--- config.mk ---
export PLATFORM = sky130hd
export DESIGN_NAME = pipe_stage_reg_flat
export DESIGN_NICKNAME = d
export VERILOG_FILES = /design/src/rtl/pipe_stage_reg_if.sv /design/src/rtl/pipe_stage_reg.sv /design/src/flat_wrapper.sv
export SDC_FILE = /design/constraint.sdc
export NUM_CORES = 1
export LEC_CHECK = 0
export CAP_MARGIN = 20
export CELL_PAD_IN_SITES_DETAIL_PLACEMENT = 1
export CELL_PAD_IN_SITES_GLOBAL_PLACEMENT = 1
export CORE_ASPECT_RATIO = 0.8
export CORE_MARGIN = 4
export CORE_UTILIZATION = 38
export CTS_BUF_LIST = sky130_fd_sc_hd__clkbuf_4
export CTS_CLUSTER_DIAMETER = 80
export DETAILED_ROUTE_END_ITERATION = 10
export PLACE_DENSITY = 0.89
export SLEW_MARGIN = 20
export SYNTH_ARGS = -nofsm -noshare
export SYNTH_HDL_FRONTEND = slang
export SYNTH_SLANG_ARGS = --single-unit
--- constraint.sdc ---
create_clock -name clk -period 4 [get_ports clk]
set_input_delay 0.6 -clock clk [delete_from_list [all_inputs] [get_ports clk]]
set_output_delay 0.6 -clock clk [all_outputs]
set_load 0.01 [all_outputs]
--- src/rtl/pipe_stage_reg_if.sv ---
// Handshake/payload bundle between a pipeline stage register and its neighbours.
// The master side drives control and payload; the slave side returns stage state and perf counters.
interface pipe_stage_reg_if #(
   parameter int unsigned WIDTH = 32,
   parameter int unsigned DEPTH = 1,
   parameter int unsigned CNT_W = 16
);
   localparam int unsigned OCC_W = $clog2(DEPTH + 1);

   logic             bubble;
   logic             flush;
   logic             in_valid;
   logic [WIDTH-1:0] in_data;
   logic             out_valid;
   logic [WIDTH-1:0] out_data;
   logic [OCC_W-1:0] occupancy;
   logic [CNT_W-1:0] stall_cnt;
   logic [CNT_W-1:0] flush_cnt;

   modport master (
      output bubble, flush, in_valid, in_data,
      input  out_valid, out_data, occupancy, stall_cnt, flush_cnt
   );

   modport slave (
      input  bubble, flush, in_valid, in_data,
      output out_valid, out_data, occupancy, stall_cnt, flush_cnt
   );
endinterface

--- src/rtl/pipe_stage_reg.sv ---
// DEPTH-stage pipeline register with per-stage valid, bubble (hold) / flush (squash) control,
// occupancy reporting and saturating stall/flush event counters.
module pipe_stage_reg #(
   parameter int unsigned      WIDTH     = 32,
   parameter int unsigned      DEPTH     = 1,
   parameter logic [WIDTH-1:0] FLUSH_VAL = '0,
   parameter int unsigned      CNT_W     = 16
) (
   input logic               clk,
   input logic               rst,
   pipe_stage_reg_if.slave   bus
);
   localparam int unsigned OCC_W = $clog2(DEPTH + 1);

   logic [WIDTH-1:0] r_data [DEPTH];
   logic [DEPTH-1:0] r_valid;
   logic [CNT_W-1:0] r_stall_cnt;
   logic [CNT_W-1:0] r_flush_cnt;

   logic             w_hold;
   logic             w_flush;
   logic [OCC_W-1:0] w_occ;

   // Bubble outranks flush; a flush raised during a stall is dropped.
   always_comb begin
      w_hold  = bus.bubble;
      w_flush = !bus.bubble && bus.flush;
   end

   // Stage shift register; invalid captures load FLUSH_VAL so empty stages stay clean.
   always_ff @(posedge clk or posedge rst) begin
      if (rst) begin
         for (int k = 0; k < int'(DEPTH); k++) begin
            r_data[k] <= FLUSH_VAL;
         end
         r_valid <= '0;
      end else if (w_hold) begin
         r_valid <= r_valid;
      end else if (w_flush) begin
         for (int k = 0; k < int'(DEPTH); k++) begin
            r_data[k] <= FLUSH_VAL;
         end
         r_valid <= '0;
      end else begin
         r_valid[0] <= bus.in_valid;
         r_data[0]  <= bus.in_valid ? bus.in_data : FLUSH_VAL;
         for (int k = 1; k < int'(DEPTH); k++) begin
            r_valid[k] <= r_valid[k-1];
            r_data[k]  <= r_data[k-1];
         end
      end
   end

   // Saturating event counters, cleared only by reset.
   always_ff @(posedge clk or posedge rst) begin
      if (rst) begin
         r_stall_cnt <= '0;
         r_flush_cnt <= '0;
      end else begin
         if (w_hold && !(&r_stall_cnt)) begin
            r_stall_cnt <= r_stall_cnt + CNT_W'(1);
         end
         if (w_flush && !(&r_flush_cnt)) begin
            r_flush_cnt <= r_flush_cnt + CNT_W'(1);
         end
      end
   end

   // Population count of the valid bits; depends on state only.
   always_comb begin
      w_occ = '0;
      for (int k = 0; k < int'(DEPTH); k++) begin
         w_occ = w_occ + OCC_W'(r_valid[k]);
      end
   end

   assign bus.out_valid = r_valid[DEPTH-1];
   assign bus.out_data  = r_data[DEPTH-1];
   assign bus.occupancy = w_occ;
   assign bus.stall_cnt = r_stall_cnt;
   assign bus.flush_cnt = r_flush_cnt;
endmodule

--- src/flat_wrapper.sv ---
// flat-port wrapper written by rule: the top's interface ports become plain ports
module pipe_stage_reg_flat 
#(
   parameter int unsigned      WIDTH     = 32,
   parameter int unsigned      DEPTH     = 1,
   parameter logic [WIDTH-1:0] FLUSH_VAL = '0,
   parameter int unsigned      CNT_W     = 16
)
  (clk, rst, bus_bubble, bus_flush, bus_in_valid, bus_in_data, bus_out_valid, bus_out_data, bus_occupancy, bus_stall_cnt, bus_flush_cnt);
  pipe_stage_reg_if #(.WIDTH(WIDTH), .DEPTH(DEPTH), .CNT_W(CNT_W)) bus_i ();
  input logic clk;
  input logic rst;
  input wire logic [$bits(bus_i.bubble)-1:0] bus_bubble;
  input wire logic [$bits(bus_i.flush)-1:0] bus_flush;
  input wire logic [$bits(bus_i.in_valid)-1:0] bus_in_valid;
  input wire logic [$bits(bus_i.in_data)-1:0] bus_in_data;
  output wire logic [$bits(bus_i.out_valid)-1:0] bus_out_valid;
  output wire logic [$bits(bus_i.out_data)-1:0] bus_out_data;
  output wire logic [$bits(bus_i.occupancy)-1:0] bus_occupancy;
  output wire logic [$bits(bus_i.stall_cnt)-1:0] bus_stall_cnt;
  output wire logic [$bits(bus_i.flush_cnt)-1:0] bus_flush_cnt;
  assign bus_i.bubble = bus_bubble;
  assign bus_i.flush = bus_flush;
  assign bus_i.in_valid = bus_in_valid;
  assign bus_i.in_data = bus_in_data;
  assign bus_out_valid = bus_i.out_valid;
  assign bus_out_data = bus_i.out_data;
  assign bus_occupancy = bus_i.occupancy;
  assign bus_stall_cnt = bus_i.stall_cnt;
  assign bus_flush_cnt = bus_i.flush_cnt;
  pipe_stage_reg #(.WIDTH(WIDTH), .DEPTH(DEPTH), .FLUSH_VAL(FLUSH_VAL), .CNT_W(CNT_W)) u_core (.clk(clk), .rst(rst), .bus(bus_i));
endmodule
==> reports/results.ini, run 1 <==
[place]
dpl.hpwl_um = 5470
portBuffers = 102
post-place-ws_ps = 1440
gp_congestion = 0.799
post_dp_cell_area_um2 = 3840

[final_layout]
regArea_um2 = 1630
drive_gt1_frac = 0.0915
final_area_um2 = 4010
multi_input_area_um2 = 1050
final_cell_mix = clkdlybuf4s50_1 (102), dfrtp_1 (65), a22o_1 (32)
diodes = 0
n_fill_cell = 700
synthToLayoutAreaGrowth_pct = 46.9
fin_nets = 362
final_common_cell = clkdlybuf4s50_1

[detailed_routing]
route.detailed.drc = 0
detail-route-antenna-nets = 0
drtIter0Drc = 43
vias_per_cell = 5.19
wl_um = 7450
vias = 2153
wire_per_inst_um = 17.9
first_pass_iters = 4

[setup_path]
reg2reg_to = u_core.bus.flush_cnt[6]
crit_required_ps = 4300
critPathArrivalTime_ps = 2410
rr_startpoint = u_core.bus.flush_cnt[0]
r2r_slack_ps = 2060
path_class = in -> reg
end_kind = flip-flop
reg2reg_depth = 5
start_kind = input port
critical_path.max_fanout = 40

[clock_network]
postCtsHoldBufs = 0
numCtsBuffers = 9
postCtsSetupBuffers = 0
cts_buffer_depth = 2
clk_pin_slew_ps = 110
clock_sinks = 65
insertion_delay_ps = 410
cts.repair.resized = 0
cts_tree = built
clockRootBuffer = clkbuf_4
htree_num_levels = 3

[min_path]
holdPathStages = 1
hold_path.class = reg -> reg
min_to = u_core.bus.flush_cnt[7]
hold_start = u_core.bus.flush_cnt[7]

[synth]
synth_top_family_by_area = simple AND/OR/NAND/NOR gates
synth_adder_area_share = 0.00917
synth_warnings = 0
synth_mux_area_frac = 0.0165
postSynthAreaPerCell_um2 = 12.6
synth-seq-area-share = 0.596
ys_ff_latch = 65
syn_inst = 216
syn_area_um2 = 2730
ys_types = 33
synth-simple-area-share = 0.158
synth_compound_area_frac = 0.111
syn_nets = 255
synth-xor-area-share = 0.0866

[timing]
fin_tns_setup_ps = 0
final-max-slew-violation-count = 0
post-route-min-period_ps = 2110
period_share = 0.528
setup_viol = 0
maxSlewHeadroom = 0.564
clock_skew_ps = 11.0
worstMarginPinSlew_ps = 653
max_freq_mhz = 474
fin_ws_ps = 1890
rsz0062_at_grt = no
hold_viol_final = 0

[die]
die_h_um = 83.8
core_area_um2 = 6930
start_util = 0.394
dieArea_um2 = 8610
fp-row-count = 27
die_x_um = 103
ios = 103

[global_route]
grt_pass1_wl_um = 12500
grt_max_degree = 41
grt_antenna_before_repair = 0
grt_pass1_vias = 2387
track_usage = 0.189
grt-ovfl-total = 0

[pwr]
power_density_nw_per_um2 = 448
ir_worst_vdd_v = 0.000216
p_leak_nw = 1.76

[outcome]
status = complete, no violations

[job]
drv_cap = 0

[power by group]
group	internal [mW]	total, mW	switching (mW)
sequential	0.740	0.852	0.111
clock	0.261	0.526	0.266
combinational	0.245	0.420	0.175
[per-layer routing]
layer,routed length (um),up-vias,part of all wire,track usage
met5,0,-,0,0
met4,63,0,0.0085,0.0424
met3,817,5,0.11,0.102
met2,3400,81,0.46,0.282
met1,3170,1061,0.43,0.241
li1,-,1006,-,-
[registers in the layout, summed over array words and instances (netlist names)]
register / cells
u_core.bus.stall_cnt: 16
u_core.bus.flush_cnt: 16
u_core.bus.out_data: 32
u_core.bus.out_valid: 1
[cells by family after synthesis]
group | count (synthesis)
buffers and inverters | 13
AOI/OAI and AO/OA | 35
adders and majority gates | 2
DFF | 65
xor gates and xnor gates | 27
and+or+nand+nor | 70
muxes | 4
[cell usage after synthesis, drive strengths merged]
cell type / n / area, um^2
a21oi: 1 / 5.00
nor3: 6 / 30.0
ha: 2 / 25.0
a22o: 32 / 280
dfrtp: 65 / 1630
nand2: 11 / 41.3
o41a: 1 / 11.3
nand3: 12 / 60.1
or2: 1 / 6.26
and4: 3 / 26.3
nor2b: 1 / 6.26
inv: 4 / 15.0
xor2: 16 / 140
clkbuf: 6 / 22.5
or3b: 1 / 8.76
nand4: 11 / 81.3
buf: 3 / 23.8
xnor2: 11 / 96.3
nor4: 10 / 90.1
mux2: 4 / 45.0
a21o: 1 / 7.51
nor4b: 1 / 15.0
nand2b: 2 / 15.0
nor3b: 2 / 15.0
nor2: 8 / 30.0
and3: 1 / 6.26
[metrics by stage]
step,cells,utilization,hold slack [ps],power [mW]
after floorplan,216,-,525,1.02
after global placement,399,0.555,480,1.27
after detailed placement,399,0.555,496,1.29
after CTS,415,0.579,520,1.83
after global routing,415,0.579,548,1.90
final,415,0.579,513,1.80
[how the worst max path moves through the flow]
stage | from | end | slack [ps] | cells after the start
3_5_place_dp | bus_bubble | u_core.bus.flush_cnt[6] | 1440 | 6
6_report | bus_bubble | u_core.bus.flush_cnt[6] | 1890 | 6
4_1_cts | u_core.bus.stall_cnt[3] | bus_stall_cnt[3] | 1890 | 1
5_1_grt | bus_bubble | u_core.bus.flush_cnt[6] | 1770 | 6
3_3_place_gp | bus_bubble | u_core.bus.flush_cnt[6] | 1480 | 6
2_1_floorplan | rst | u_core.bus.flush_cnt[0] | 1770 | 1
[final cells by class]
class | count | share of cell area
Clock buffer | 9 | 0.0168
Sequential cell | 65 | 0.406
Tap cell | 87 | 0.0271
Inverter | 4 | 0.00374
Multi-Input combinational cell | 138 | 0.261
Clock inverter | 7 | 0.0253
Timing Repair Buffer | 105 | 0.260
[worst max-delay path: stages]
cell             delay [ps]
clkdlybuf4s50_1         390
buf_4                   260
nor2b_1                 170
o41a_1                  430
or3b_1                  410
xnor2_1                 140
Note: power is estimated with default switching activity, not from simulation.
==> run 2: changes to the inputs <==
Settings changed: CORE_UTILIZATION 38 to 32, PLACE_DENSITY 0.89 to 0.8.
Clock period 4 ns to 1.8 ns, I/O delays scaled along.
==> run 2 against run 1 <==
Non-clock buffer count is 19 higher. Routed wire length is 3.3% higher. Die area is 17% higher. Design area is 4.6% higher. Hold slack worse by 200 ps. First-iteration DRC count is 88% higher. Combinational power grew to 2.7 times the previous value. Highest routed layer unchanged.
==> reports/results.ini, run 2 (synthesis gave the netlist of run 1 again) <==
[outcome]
status = complete, no violations

[global_route]
grt_pass1_vias = 2430
grt_antenna_before_repair = 0
track_usage = 0.155
grt_max_degree = 66
grt_pass1_wl_um = 12600
grt-ovfl-total = 0

[detailed_routing]
route.detailed.drc = 0
drt-met1-wl_um = 3380
detail-route-antenna-nets = 0
vias = 2223
vias_per_cell = 4.90
first_pass_iters = 4
wl_um = 7700
met3_wirelength_um = 603
drtIter0Drc = 81
wl_met2_um = 3650
top_layer_used = met4
wire_per_inst_um = 17.0

[timing]
period_share = 0.969
final-max-slew-violation-count = 0
maxSlewHeadroom = 0.680
worstMarginPinSlew_ps = 476
fin_ws_ps = 55.2
post-route-min-period_ps = 1740
max_freq_mhz = 573
holdWs_ps = 314
hold_viol_final = 0
fin_tns_setup_ps = 0
clock_skew_ps = 8.71
setup_viol = 0
rsz0062_at_grt = yes

[final_layout]
largest_reg_flops = 32
instances_no_fill = 454
synthToLayoutAreaGrowth_pct = 53.7
drive_gt1_frac = 0.145
fin_nets = 381
n_fill_cell = 875
diodes = 0
final_common_cell = clkdlybuf4s50_1
final_area_um2 = 4200
final_cell_mix = clkdlybuf4s50_1 (102), dfrtp_1 (62), a22o_1 (32)

[place]
post_dp_cell_area_um2 = 4020
gp_congestion = 0.751
portBuffers = 102
dp.cells = 437
post-place-ws_ps = -6.29
dpl.hpwl_um = 5530

[clock_network]
clock_sinks = 65
clockRootBuffer = clkbuf_4
cts_buffer_depth = 2
clk_pin_slew_ps = 100
cts_tree = built
insertion_delay_ps = 390
htree_num_levels = 3
numCtsBuffers = 9
postCtsHoldBufs = 0

[pwr]
power.internal_mw = 2.85
seqPwrFrac = 0.453
switching_share = 0.292
p_clk_frac = 0.267
power_density_nw_per_um2 = 960
power_frac_comb = 0.280
ir_worst_vdd_v = 0.000559
p_leak_nw = 1.85
p_sw_mw = 1.17

[job]
drv_cap = 0

[die]
dieArea_um2 = 10100
start_util = 0.336
core_area_um2 = 8130
ios = 103
die_h_um = 90.6
die_x_um = 111
fp-row-count = 29

[setup_path]
critical-path-top-delay-family = buffers and inverters
rr_startpoint = u_core.bus.flush_cnt[11]
crit_path_max_incr_delay_ps = 540
cp_cell_sequence = buf_4 > clkdlybuf4s50_1
r2r_slack_ps = 70
crit_required_ps = 1530
critical_path.max_fanout = 5
path_class = reg -> out
reg2reg_depth = 4
critPathArrivalTime_ps = 1470
reg2reg_to = u_core.bus.flush_cnt[1]
end_kind = output port
start_kind = flip-flop
crit_buf_inv = 2
slowest_stage = clkdlybuf4s50_1

[min_path]
hold_path.class = in -> async

## run 2: cell count changes in the layout (fill, tap and decap cells not counted), sizes merged
cell,previous run,this run
clkbuf,9,10
clkinv,1,3
inv,7,3
buf,3,22
## run 2: cell type report
| class | instances | area [um^2] | share of cell area |
|---|---|---|---|
| inverter | 4 | 18.8 | 0.00447 |
| clock buffer | 10 | 75.1 | 0.0179 |
| multi-input combinational | 138 | 1050 | 0.251 |
| tap | 108 | 135 | 0.0322 |
| clock inverter | 5 | 71.3 | 0.0170 |
| timing repair buffer | 124 | 1210 | 0.289 |
| sequential | 65 | 1630 | 0.388 |
## run 2: how the worst max path moves through the flow
stage | from | end | slack, ps | cells past startpoint
after floorplan | u_core.bus.stall_cnt[0] | u_core.bus.stall_cnt[1] | 130 | 5
after global placement | bus_bubble | u_core.bus.flush_cnt[12] | 40 | 4
final | u_core.bus.stall_cnt[3] | bus_stall_cnt[3] | 60 | 2
after CTS | u_core.bus.stall_cnt[3] | bus_stall_cnt[3] | 20 | 2
after global routing | u_core.bus.flush_cnt[11] | u_core.bus.flush_cnt[1] | -10 | 4
after detailed placement | bus_bubble | u_core.bus.flush_cnt[1] | -6 | 5
## run 2: worst register-to-register path: stages, from the launching register on
cell	delay [ps]
dfrtp_1	420
nand4_1	190
o41a_1	500
buf_4	190
mux2_1	310
## run 2: power groups by stage
stage          sequential [mW]  combinational (mW)  clock [mW]
3_5_place_dp              1.85                1.14           0
4_1_cts                   1.82                1.15        1.12
2_1_floorplan             1.95               0.311           0
6_report                  1.82                1.13        1.08
3_3_place_gp              1.84                1.10           0
5_1_grt                   1.86                1.22        1.18
## run 2: through the flow
stage	utilization	power, mW
2_1_floorplan	-	2.26
3_3_place_gp	0.495	2.94
3_5_place_dp	0.495	2.99
4_1_cts	0.513	4.09
5_1_grt	0.516	4.26
6_report	0.516	4.03
## run 2: repair_timing
item / 4_1_cts / 5_1_grt
cloned: 0 / 0
setup buffers: 0 / 2
setup endpoints to repair: 1 / 6
resized for setup: 0 / 5
pin swaps: 1 / 0
## run 2: per-layer routing
layer	up-vias	GRT usage
li1	1042	-
met1	1105	0.187
met2	68	0.255
met3	8	0.0703
met4	0	0.0344
met5	-	0
==> run 3: changes to the inputs <==
Settings changed: CORE_ASPECT_RATIO 0.8 to 1.1.
==> run 3 against run 2 <==
Register-to-register slack better by 30 ps. Combinational power about the same. Routed wire length down 0.81%. Sequential share of layout area about the same. Clock power down 12%. Hold slack worse by 2.7 ps. Design area down 0.24%. Sequential cell count unchanged.
==> reports/results.ini, run 3 (synthesis gave the netlist of run 1 again) <==
[final_layout]
final_area_um2 = 4190
synthToLayoutAreaGrowth_pct = 53.3
largest_reg_flops = 32
final_cell_mix = clkdlybuf4s50_1 (101), dfrtp_1 (64), a22o_1 (32)
fin_nets = 381
drive_gt1_frac = 0.144
final_common_cell = clkdlybuf4s50_1
diodes = 0

[global_route]
grt_pass1_vias = 2451
grt_antenna_before_repair = 0
grt_max_degree = 66
grt-ovfl-total = 0
grt_pass1_wl_um = 12500
track_usage = 0.159

[clock_network]
clk_pin_slew_ps = 120
numCtsBuffers = 9
cts_tree = built
postCtsHoldBufs = 0
clockRootBuffer = clkbuf_4
clock_sinks = 65
insertion_delay_ps = 380
htree_num_levels = 3
cts_buffer_depth = 2

[timing]
hold_viol_final = 0
worstMarginPinSlew_ps = 447
fin_ws_ps = 97.8
maxSlewHeadroom = 0.699
clock_skew_ps = 19.8
max_freq_mhz = 587
period_share = 0.946
rsz0062_at_grt = no
final-max-slew-violation-count = 0
post-route-min-period_ps = 1700
setup_viol = 0

[pwr]
ir_worst_vdd_v = 0.000684
seqPwrFrac = 0.472
p_sw_mw = 1.18
power_frac_comb = 0.284
p_clk_frac = 0.245
power_density_nw_per_um2 = 931
power.internal_mw = 2.72
p_leak_nw = 1.86
switching_share = 0.302

[setup_path]
critPathArrivalTime_ps = 1430
start_kind = flip-flop
crit_required_ps = 1530
path_class = reg -> out
critical-path-top-delay-family = buffers and inverters
crit_buf_inv = 1
crit_path_max_incr_delay_ps = 600
critical_path.max_fanout = 6
cp_cell_sequence = clkdlybuf4s50_1
end_kind = output port
slowest_stage = clkdlybuf4s50_1

[die]
ios = 103
dieArea_um2 = 10100
start_util = 0.326
fp-row-count = 35
die_x_um = 96.1
die_h_um = 105
core_area_um2 = 8360

[detailed_routing]
wl_um = 7640
detail-route-antenna-nets = 0
drtIter0Drc = 69
wire_per_inst_um = 16.7
route.detailed.drc = 0
first_pass_iters = 4
vias_per_cell = 4.86
vias = 2225

[place]
gp_congestion = 0.783
post-place-ws_ps = -63.0
portBuffers = 102
post_dp_cell_area_um2 = 4040
dpl.hpwl_um = 5640

[outcome]
status = complete, no violations

[min_path]
hold_path.class = in -> async

[job]
drv_cap = 0

-- run 3: worst paths after layout --
check	cells past startpoint	from	slack, ps	endpoint
max reg2reg	4	u_core.bus.flush_cnt[10]	100	u_core.bus.flush_cnt[1]
min	3	rst	310	u_core.bus.stall_cnt[15]
max	1	u_core.bus.stall_cnt[2]	100	bus_stall_cnt[2]
max in group asynchronous	3	rst	1160	u_core.bus.stall_cnt[3]
min reg2reg	1	u_core.bus.flush_cnt[7]	500	u_core.bus.flush_cnt[7]
min in group clk	2	bus_in_data[26]	470	u_core.bus.out_data[26]
-- run 3: area by class of cell --
cell class / count / area (um^2)
clock buffers: 10 / 75.1
clock inverters: 6 / 58.8
fillers: 904 / 4180
inverters: 4 / 18.8
multi-input cells: 138 / 1050
flip-flops and latches: 65 / 1630
well taps: 111 / 139
repair buffers: 124 / 1210
-- run 3: power groups by stage --
stage                     registers (mW)  logic [mW]  clock network, mW
final                               1.84        1.11              0.954
after global routing                1.87        1.22               1.08
after CTS                           1.84        1.13              0.994
after detailed placement            1.86        1.13                  0
after global placement              1.85        1.10                  0
after floorplan                     1.95       0.311                  0
-- run 3: routing by layer --
layer  routed length, um  share of wire  up-vias  GRT usage
met5                   0              0        -          0
met4                 104          0.014        0     0.0478
met3                 410          0.054        9     0.0432
met2                4050           0.53       57      0.265
met1                3070           0.40     1113      0.197
li1                    -              -     1046          -
-- run 3: repair_timing --
| item | CTS | global route |
|---|---|---|
| setup buffers | 0 | 1 |
| resized for setup | 0 | 3 |
| setup endpoints to repair | 0 | 5 |
-- run 3: stage by stage --
step / instances / utilization / hold slack (ps) / power (mW) / setup TNS (ps)
6_report: 458 / 0.501 / 312 / 3.90 / 0
5_1_grt: 458 / 0.501 / 304 / 4.17 / 0
4_1_cts: 457 / 0.498 / 315 / 3.96 / 0
3_5_place_dp: 441 / 0.482 / 485 / 2.99 / -766
3_3_place_gp: 441 / 0.482 / 482 / 2.94 / 0
2_1_floorplan: 216 / - / 398 / 2.26 / 0
-- run 3: worst reg2reg max path, delay by kind of cell, from the launching register on --
| family | cells | cell delay [ps] |
|---|---|---|
| and+or+nand+nor | 1 | 200 |
| muxes | 1 | 300 |
| AOI/OAI and AO/OA | 1 | 490 |
| buffers and inverters | 1 | 180 |
| DFF | 1 | 440 |
